===== config.mk =====
export PLATFORM = sky130hd
export DESIGN_NAME = alu_sequencer
export DESIGN_NICKNAME = d
export VERILOG_FILES = /design/src/rtl/alu_sequencer.sv
export SDC_FILE = /design/constraint.sdc
export NUM_CORES = 1
export LEC_CHECK = 0
export CAP_MARGIN = 10
export CORE_ASPECT_RATIO = 1.1
export CORE_UTILIZATION = 40
export DETAILED_ROUTE_END_ITERATION = 8
export PLACE_DENSITY = 0.71
export SETUP_SLACK_MARGIN = 0.02
export SLEW_MARGIN = 20
export SYNTH_ARGS = -nofsm -noshare
export SYNTH_HDL_FRONTEND = slang
export SYNTH_SLANG_ARGS = --single-unit

===== constraint.sdc =====
create_clock -name i_Clk -period 1.6 [get_ports i_Clk]
set_input_delay 0.16 -clock i_Clk [delete_from_list [all_inputs] [get_ports i_Clk]]
set_output_delay 0.16 -clock i_Clk [all_outputs]
set_load 0.005 [all_outputs]

===== src/rtl/alu_sequencer.sv =====
// Multi-cycle SM83 ALU instruction sequencer: decode, operand fetch, execute, register writeback.
// Optional ALU_SEQ_BACK_TO_BACK_EN: accept the next request during EXEC for A-only/no-destination ops.
module alu_sequencer (
  input  logic       i_Clk,
  input  logic       i_Rst_N,
  input  logic       i_Req_Valid,
  output logic       o_Req_Ready,
  input  logic [7:0] i_Req_Opcode,
  input  logic       i_Req_CB,
  output logic       o_Op_Req,
  output logic [2:0] o_Op_Sel,
  output logic       o_Op_Imm,
  input  logic       i_Op_Valid,
  input  logic [7:0] i_Op_Data,
  output logic [1:0] o_ALU_Read,
  output logic [1:0] o_ALU_Write,
  output logic [7:0] o_ALU_Data,
  output logic [7:0] o_ALU_Opcode,
  output logic [7:0] o_ALU_Parameter,
  output logic [5:0] o_ALU_Function_Control,
  output logic       o_ALU_Save_Flags,
  input  logic [7:0] i_ALU_Reg_Data,
  input  logic [7:0] i_ALU_Result,
  output logic       o_Wb_Valid,
  output logic [2:0] o_Wb_Sel,
  output logic [7:0] o_Wb_Data,
  input  logic       i_Wb_Ready,
  output logic       o_Done,
  output logic       o_Illegal
);

  localparam int unsigned DATA_W = 8;
  localparam int unsigned SEL_W  = 3;
  localparam int unsigned FC_W   = 6;
  localparam int unsigned RW_W   = 2;

  localparam logic [FC_W-1:0] FC_MAIN = 6'b000001;
  localparam logic [FC_W-1:0] FC_INC  = 6'b000010;
  localparam logic [FC_W-1:0] FC_DEC  = 6'b000110;
  localparam logic [FC_W-1:0] FC_CB   = 6'b001000;
  localparam logic [FC_W-1:0] FC_ROTA = 6'b011000;
  localparam logic [FC_W-1:0] FC_MISC = 6'b100000;

  localparam logic [RW_W-1:0]  REG_A = 2'b01;
  localparam logic [SEL_W-1:0] SEL_A = 3'd7;
  localparam logic [SEL_W-1:0] SEL_HL = 3'd6;

`ifdef ALU_SEQ_BACK_TO_BACK_EN
  localparam bit B2B = 1'b1;
`else
  localparam bit B2B = 1'b0;
`endif

  typedef enum logic [1:0] {IDLE, FETCH, EXEC, WRITE} state_t;
  typedef enum logic [1:0] {DST_NONE, DST_A, DST_REG} dst_t;

  state_t            state;
  logic [DATA_W-1:0] opcode_q;
  logic [FC_W-1:0]   fc_q;
  logic [SEL_W-1:0]  sel_q;
  dst_t              dst_q;
  logic              src_a_q;

  logic              dec_legal;
  logic [FC_W-1:0]   dec_fc;
  logic [SEL_W-1:0]  dec_sel;
  logic              dec_imm;
  logic              dec_misc;
  dst_t              dec_dst;
  logic              dec_src_a;
  logic              accept;

  assign accept    = i_Req_Valid && o_Req_Ready;
  assign dec_src_a = !dec_imm && (dec_sel == SEL_A);

  // A is written straight from the ALU result during the execute cycle
  assign o_ALU_Data = (o_ALU_Write == REG_A) ? i_ALU_Result : '0;

  // Classify the incoming request into an ALU unit, operand source and destination
  always_comb begin : decode
    dec_legal = 1'b0;
    dec_fc    = '0;
    dec_sel   = i_Req_Opcode[2:0];
    dec_imm   = 1'b0;
    dec_misc  = 1'b0;
    dec_dst   = DST_NONE;
    if (i_Req_CB) begin
      dec_legal = 1'b1;
      dec_fc    = FC_CB;
      if (i_Req_Opcode[7:6] != 2'b01)
        dec_dst = (dec_sel == SEL_A) ? DST_A : DST_REG;
    end else if (i_Req_Opcode[7:6] == 2'b10) begin
      dec_legal = 1'b1;
      dec_fc    = FC_MAIN;
      dec_dst   = (i_Req_Opcode[5:3] == 3'd7) ? DST_NONE : DST_A;
    end else if (i_Req_Opcode[7:6] == 2'b11 && i_Req_Opcode[2:0] == SEL_HL) begin
      dec_legal = 1'b1;
      dec_fc    = FC_MAIN;
      dec_imm   = 1'b1;
      dec_dst   = (i_Req_Opcode[5:3] == 3'd7) ? DST_NONE : DST_A;
    end else if (i_Req_Opcode[7:6] == 2'b00 && i_Req_Opcode[2:1] == 2'b10) begin
      dec_legal = 1'b1;
      dec_fc    = i_Req_Opcode[0] ? FC_DEC : FC_INC;
      dec_sel   = i_Req_Opcode[5:3];
      dec_dst   = (i_Req_Opcode[5:3] == SEL_A) ? DST_A : DST_REG;
    end else if (i_Req_Opcode[7:5] == 3'b000 && i_Req_Opcode[2:0] == 3'b111) begin
      dec_legal = 1'b1;
      dec_fc    = FC_ROTA;
      dec_sel   = SEL_A;
      dec_dst   = DST_A;
    end else if (i_Req_Opcode[7:5] == 3'b001 && i_Req_Opcode[2:0] == 3'b111) begin
      dec_legal = 1'b1;
      dec_fc    = FC_MISC;
      dec_sel   = SEL_A;
      dec_misc  = 1'b1;
      dec_dst   = DST_A;
    end
  end

  // Sequencer FSM with registered outputs; an accepted request overrides the per-state update
  always_ff @(posedge i_Clk or negedge i_Rst_N) begin
    if (!i_Rst_N) begin
      state                  <= IDLE;
      opcode_q               <= '0;
      fc_q                   <= '0;
      sel_q                  <= '0;
      dst_q                  <= DST_NONE;
      src_a_q                <= 1'b0;
      o_Req_Ready            <= 1'b0;
      o_Op_Req               <= 1'b0;
      o_Op_Sel               <= '0;
      o_Op_Imm               <= 1'b0;
      o_ALU_Read             <= '0;
      o_ALU_Write            <= '0;
      o_ALU_Opcode           <= '0;
      o_ALU_Parameter        <= '0;
      o_ALU_Function_Control <= '0;
      o_ALU_Save_Flags       <= 1'b0;
      o_Wb_Valid             <= 1'b0;
      o_Wb_Sel               <= '0;
      o_Wb_Data              <= '0;
      o_Done                 <= 1'b0;
      o_Illegal              <= 1'b0;
    end else begin
      o_Done                 <= 1'b0;
      o_Illegal              <= 1'b0;
      o_Req_Ready            <= 1'b0;
      o_ALU_Read             <= '0;
      o_ALU_Write            <= '0;
      o_ALU_Opcode           <= '0;
      o_ALU_Parameter        <= '0;
      o_ALU_Function_Control <= '0;
      o_ALU_Save_Flags       <= 1'b0;

      case (state)
        IDLE: o_Req_Ready <= 1'b1;

        FETCH: begin
          if (src_a_q || i_Op_Valid) begin
            state                  <= EXEC;
            o_Op_Req               <= 1'b0;
            o_Op_Sel               <= '0;
            o_Op_Imm               <= 1'b0;
            o_ALU_Opcode           <= opcode_q;
            o_ALU_Parameter        <= src_a_q ? i_ALU_Reg_Data : i_Op_Data;
            o_ALU_Function_Control <= fc_q;
            o_ALU_Save_Flags       <= 1'b1;
            o_ALU_Write            <= (dst_q == DST_A) ? REG_A : '0;
            o_Req_Ready            <= B2B && (dst_q != DST_REG);
          end
        end

        EXEC: begin
          if (dst_q == DST_REG) begin
            state      <= WRITE;
            o_Wb_Valid <= 1'b1;
            o_Wb_Sel   <= sel_q;
            o_Wb_Data  <= i_ALU_Result;
          end else begin
            state       <= IDLE;
            o_Done      <= 1'b1;
            o_Req_Ready <= 1'b1;
          end
        end

        WRITE: begin
          if (i_Wb_Ready) begin
            state       <= IDLE;
            o_Wb_Valid  <= 1'b0;
            o_Wb_Sel    <= '0;
            o_Wb_Data   <= '0;
            o_Done      <= 1'b1;
            o_Req_Ready <= 1'b1;
          end
        end

        default: state <= IDLE;
      endcase

      if (accept) begin
        opcode_q <= i_Req_Opcode;
        fc_q     <= dec_fc;
        sel_q    <= dec_sel;
        dst_q    <= dec_dst;
        src_a_q  <= dec_src_a;
        if (!dec_legal) begin
          state       <= IDLE;
          o_Illegal   <= 1'b1;
          o_Req_Ready <= 1'b1;
        end else if (dec_misc) begin
          // Misc ops work on A inside the ALU, so no operand is fetched
          state                  <= EXEC;
          o_Req_Ready            <= B2B;
          o_ALU_Opcode           <= i_Req_Opcode;
          o_ALU_Parameter        <= '0;
          o_ALU_Function_Control <= dec_fc;
          o_ALU_Save_Flags       <= 1'b1;
          o_ALU_Write            <= REG_A;
        end else begin
          state       <= FETCH;
          o_Req_Ready <= 1'b0;
          if (dec_src_a) begin
            o_ALU_Read <= REG_A;
          end else begin
            o_Op_Req <= 1'b1;
            o_Op_Sel <= dec_sel;
            o_Op_Imm <= dec_imm;
          end
        end
      end
    end
  end

endmodule


==> results of run 1 <==
[registers in the layout, indices dropped and copies added, names as in the netlist, 2 cells and up]
| signal | flops |
|---|---|
| dst_q | 2 |
| fc_q | 6 |
| o_ALU_Function_Control | 6 |
| o_ALU_Opcode | 8 |
| o_ALU_Parameter | 8 |
| o_Op_Sel | 3 |
| o_Wb_Data | 8 |
| o_Wb_Sel | 3 |
| opcode_q | 8 |
| sel_q | 3 |
| state | 2 |
[cell type report]
class | count | area, µm² | share of cell area [%]
repair buffers | 133 | 1240 | 27.8
well taps | 85 | 106 | 2.38
clock buffers | 10 | 138 | 3.08
flip-flops and latches | 67 | 1680 | 37.5
inverters | 5 | 18.8 | 0.419
clock inverters | 6 | 113 | 2.52
multi-input cells | 184 | 1180 | 26.4
[cell usage after synthesis, types with 2 or more instances]
library cell,number,area share (%)
dfrtp_1,67,58
nand2_1,51,6.6
nor2_1,19,2.5
o21ai_0,19,3.3
a22o_1,13,4.0
clkbuf_1,10,1.3
and2_1,9,2.0
mux2i_1,9,3.1
and3_1,7,1.5
a21o_1,6,1.6
inv_1,5,0.65
nand2b_1,5,1.1
a21oi_1,4,0.70
ha_1,4,1.7
nand3_1,3,0.52
nor2b_1,3,0.65
a22oi_1,2,0.52
a32oi_1,2,0.61
buf_4,2,0.52
o21a_1,2,0.52
or2_2,2,0.43
[power groups by stage]
stage	sequential, mW	combinational, mW	clock, mW
floorplan	2.49	1.05	0
global placement	2.50	2.23	0
detailed placement	2.51	2.26	0
CTS	2.48	2.36	1.76
global route	2.55	2.70	1.84
finish	2.49	2.46	1.73
[routing by layer]
metal	share of wire, %	wire, µm
met4	2.3	160
met3	5.5	374
met1	44	3050
met5	0	0
met2	48	3280
[worst max-delay path, cell delays in order, from the launching register on]
cell and delay (ns):
dfrtp_1 0.39, inv_2 0.06, buf_6 0.12, ha_4 0.24
nand2b_1 0.06, a22o_1 0.23, nand2b_4 0.16, o21ai_2 0.11
a32oi_1 0.07
[cell families (layout without fill, tap and decap cells)]
family / Yosys count / in the layout / share of synthesized area (%)
other: 1 / 2 / 0.130
buffers and inverters: 19 / 154 / 3.04
adder cells (fa/ha/maj): 4 / 4 / 1.74
AO/OA/AOI/OAI: 61 / 61 / 15.3
AND/OR/NAND/NOR: 108 / 108 / 18.4
flip-flops: 67 / 67 / 58.2
multiplexers: 9 / 9 / 3.13
[path summary, 6_finish.rpt]
path | end | slack, ns | depth (start not counted)
min | o_ALU_Function_Control[1]$_DFF_PN0_ | 0.34 | 3
max in group asynchronous | o_ALU_Write[0]$_DFF_PN0_ | 0.92 | 3
max | state[1]$_DFFE_PN0P_ | 0.02 | 8
min reg2reg | fc_q[3]$_DFFE_PN0P_ | 0.47 | 2
max reg2reg | state[1]$_DFFE_PN0P_ | 0.02 | 8
min in group i_Clk | o_ALU_Parameter[4]$_DFF_PN0_ | 0.42 | 3
[what timing repair did]
| item | CTS | global route |
|---|---|---|
| hold buffers | 1 | 0 |
| setup endpoints to repair | 38 | 22 |
| gates resized for setup | 14 | 15 |
| pin swaps | 4 | 5 |
| buffers inserted | 3 | 0 |
| endpoints found under the hold margin | 67 | 0 |
| cloned | 0 | 1 |
==> impl_metrics.csv, run 1 <==
group,metric,value,unit
flow_run,drv.max_cap_violation_count,0,
power_and_ir_drop,p_sw_share,30.0,%
critical_path,cp-end-kind,"flip-flop",
synthesis,seq_area_frac_synth,58.2,%
placement,numPortBuffers,90,
grt,first_global_vias,2425,
synthesis,synth.cell_area,2880,µm²
clock_network,cts-root-buf,"clkbuf_8",
route,vias,2483,
power_and_ir_drop,internal_power,4.67,mW
synthesis,yosysWarnings,0,
grt,gr-usage-met1,26.1,%
placement,place_congestion,0.820,
layout,finish.net_count,442,
power_and_ir_drop,p_comb_share,36.8,%
grt,antenna_found_initial,0,
sta,setup_viol,0,
route,wl_per_cell,14.0,µm
sta,finalCriticalPeriod,1.58,ns
sta,rsz0062_at_grt,"true",
sta,whs,0.343,ns
grt,grtUsageMet3,3.64,%
worst_hold_path,hp-class,"in -> async",
layout,final_common_cell,"clkdlybuf4s50_1",
power_and_ir_drop,switching_power,2.00,mW
grt,grt_busiest_layer,"met2",
critical_path,worst_setup_path_start_kind,"flip-flop",
clock_network,clk-insertion-delay-late,0.33,ns
grt,track_usage,19.2,%
floorplan,die_w,82.9,µm
synthesis,synth_edf_count,0,
layout,drive_gt1_share,19.8,%
floorplan,num_io_pins,93,
power_and_ir_drop,peakVddDrop,0.000837,V
critical_path,crit_start,"state[0]$_DFFE_PN0P_",
floorplan,chipHeight,91.0,µm
power_and_ir_drop,seqPwrFrac,37.3,%
floorplan,core_area,7010,µm²
critical_path,path_max_fanout,3,
route,firstDrtPassIters,4,
run_status,status,"complete, no violations",
power_and_ir_drop,p_total,6.67,mW
sta,hold_viol,0,
sta,slew_viol_final,0,
synthesis,ys_seq_elements,67,
critical_path,crit_type,"reg -> reg",
sta,finClkSkew,0.00751,ns
power_and_ir_drop,p_leak,2.20,nW
grt,grt_pass1_wl,11600,µm
critical_path,required,1.80,ns
route,antenna_left,0,
synthesis,syn_inst,269,
synthesis,yosys.cell_types.count,46,
synthesis,avgSynthCellArea,10.7,µm²
route,vias_per_cell,5.07,
floorplan,start_util,41.1,%
floorplan,std_cell_rows,32,
sta,setup_tns,0,ns
layout,final_cell_count_no_fill,490,
layout,antenna_cells,0,
synthesis,ys.flop_type,"dfrtp_1",
placement,place_area,4110,µm²
sta,finalWorstSetupSlack,0.0247,ns
floorplan,die_area,7540,µm²
layout,layout_common_cells,"clkdlybuf4s50_1 (80), dfrtp_1 (66), nand2_1 (51), buf_4 (39), nor2_1 (17)",
clock_network,clk_pin_slew,0.07,ns
clock_network,cts_made_buffers,9,
grt,use_met2,29.8,%
route,wl,6860,µm
critical_path,arrival,1.77,ns
layout,fill_cells,569,
layout,stdcell_area,4480,µm²
sta,finalCritPeriodShare,98.5,%
clock_network,cts_tree,"yes",
clock_network,clockBufferDepth,2,
route,drcViolationCount,0,
clock_network,h-tree-depth,3,
placement,dp_cells,469,
grt,grt_max_degree,68,
grt,grt_remaining_overflow,0,
placement,dp_slack,-0.489,ns
power_and_ir_drop,pwr_density_cell,1490,nW/µm²
layout,final_core_util,63.9,%
power_and_ir_drop,p_clk_share,25.9,%
layout,area_growth,55.5,%
placement,hpwlAfterDp,4720,µm
route,drtIter0Drc,121,
synthesis,synthArstFlopShare,100,%
clock_network,cts_sinks,67,
sta,fmax,635,MHz
critical_path,r2r_start,"state[0]$_DFFE_PN0P_",
No activity file was read; power rests on OpenSTA's default activity.
==> run 2: changes to the inputs <==
--- a/config.mk
+++ b/config.mk
@@ -8,6 +8,7 @@
 export CAP_MARGIN = 10
 export CORE_ASPECT_RATIO = 1.1
 export CORE_UTILIZATION = 40
+export CTS_CLUSTER_DIAMETER = 30
 export DETAILED_ROUTE_END_ITERATION = 8
 export PLACE_DENSITY = 0.71
 export SETUP_SLACK_MARGIN = 0.02
==> results of run 2 <==
Final layout, timing and power as in run 1 (identical DEF).
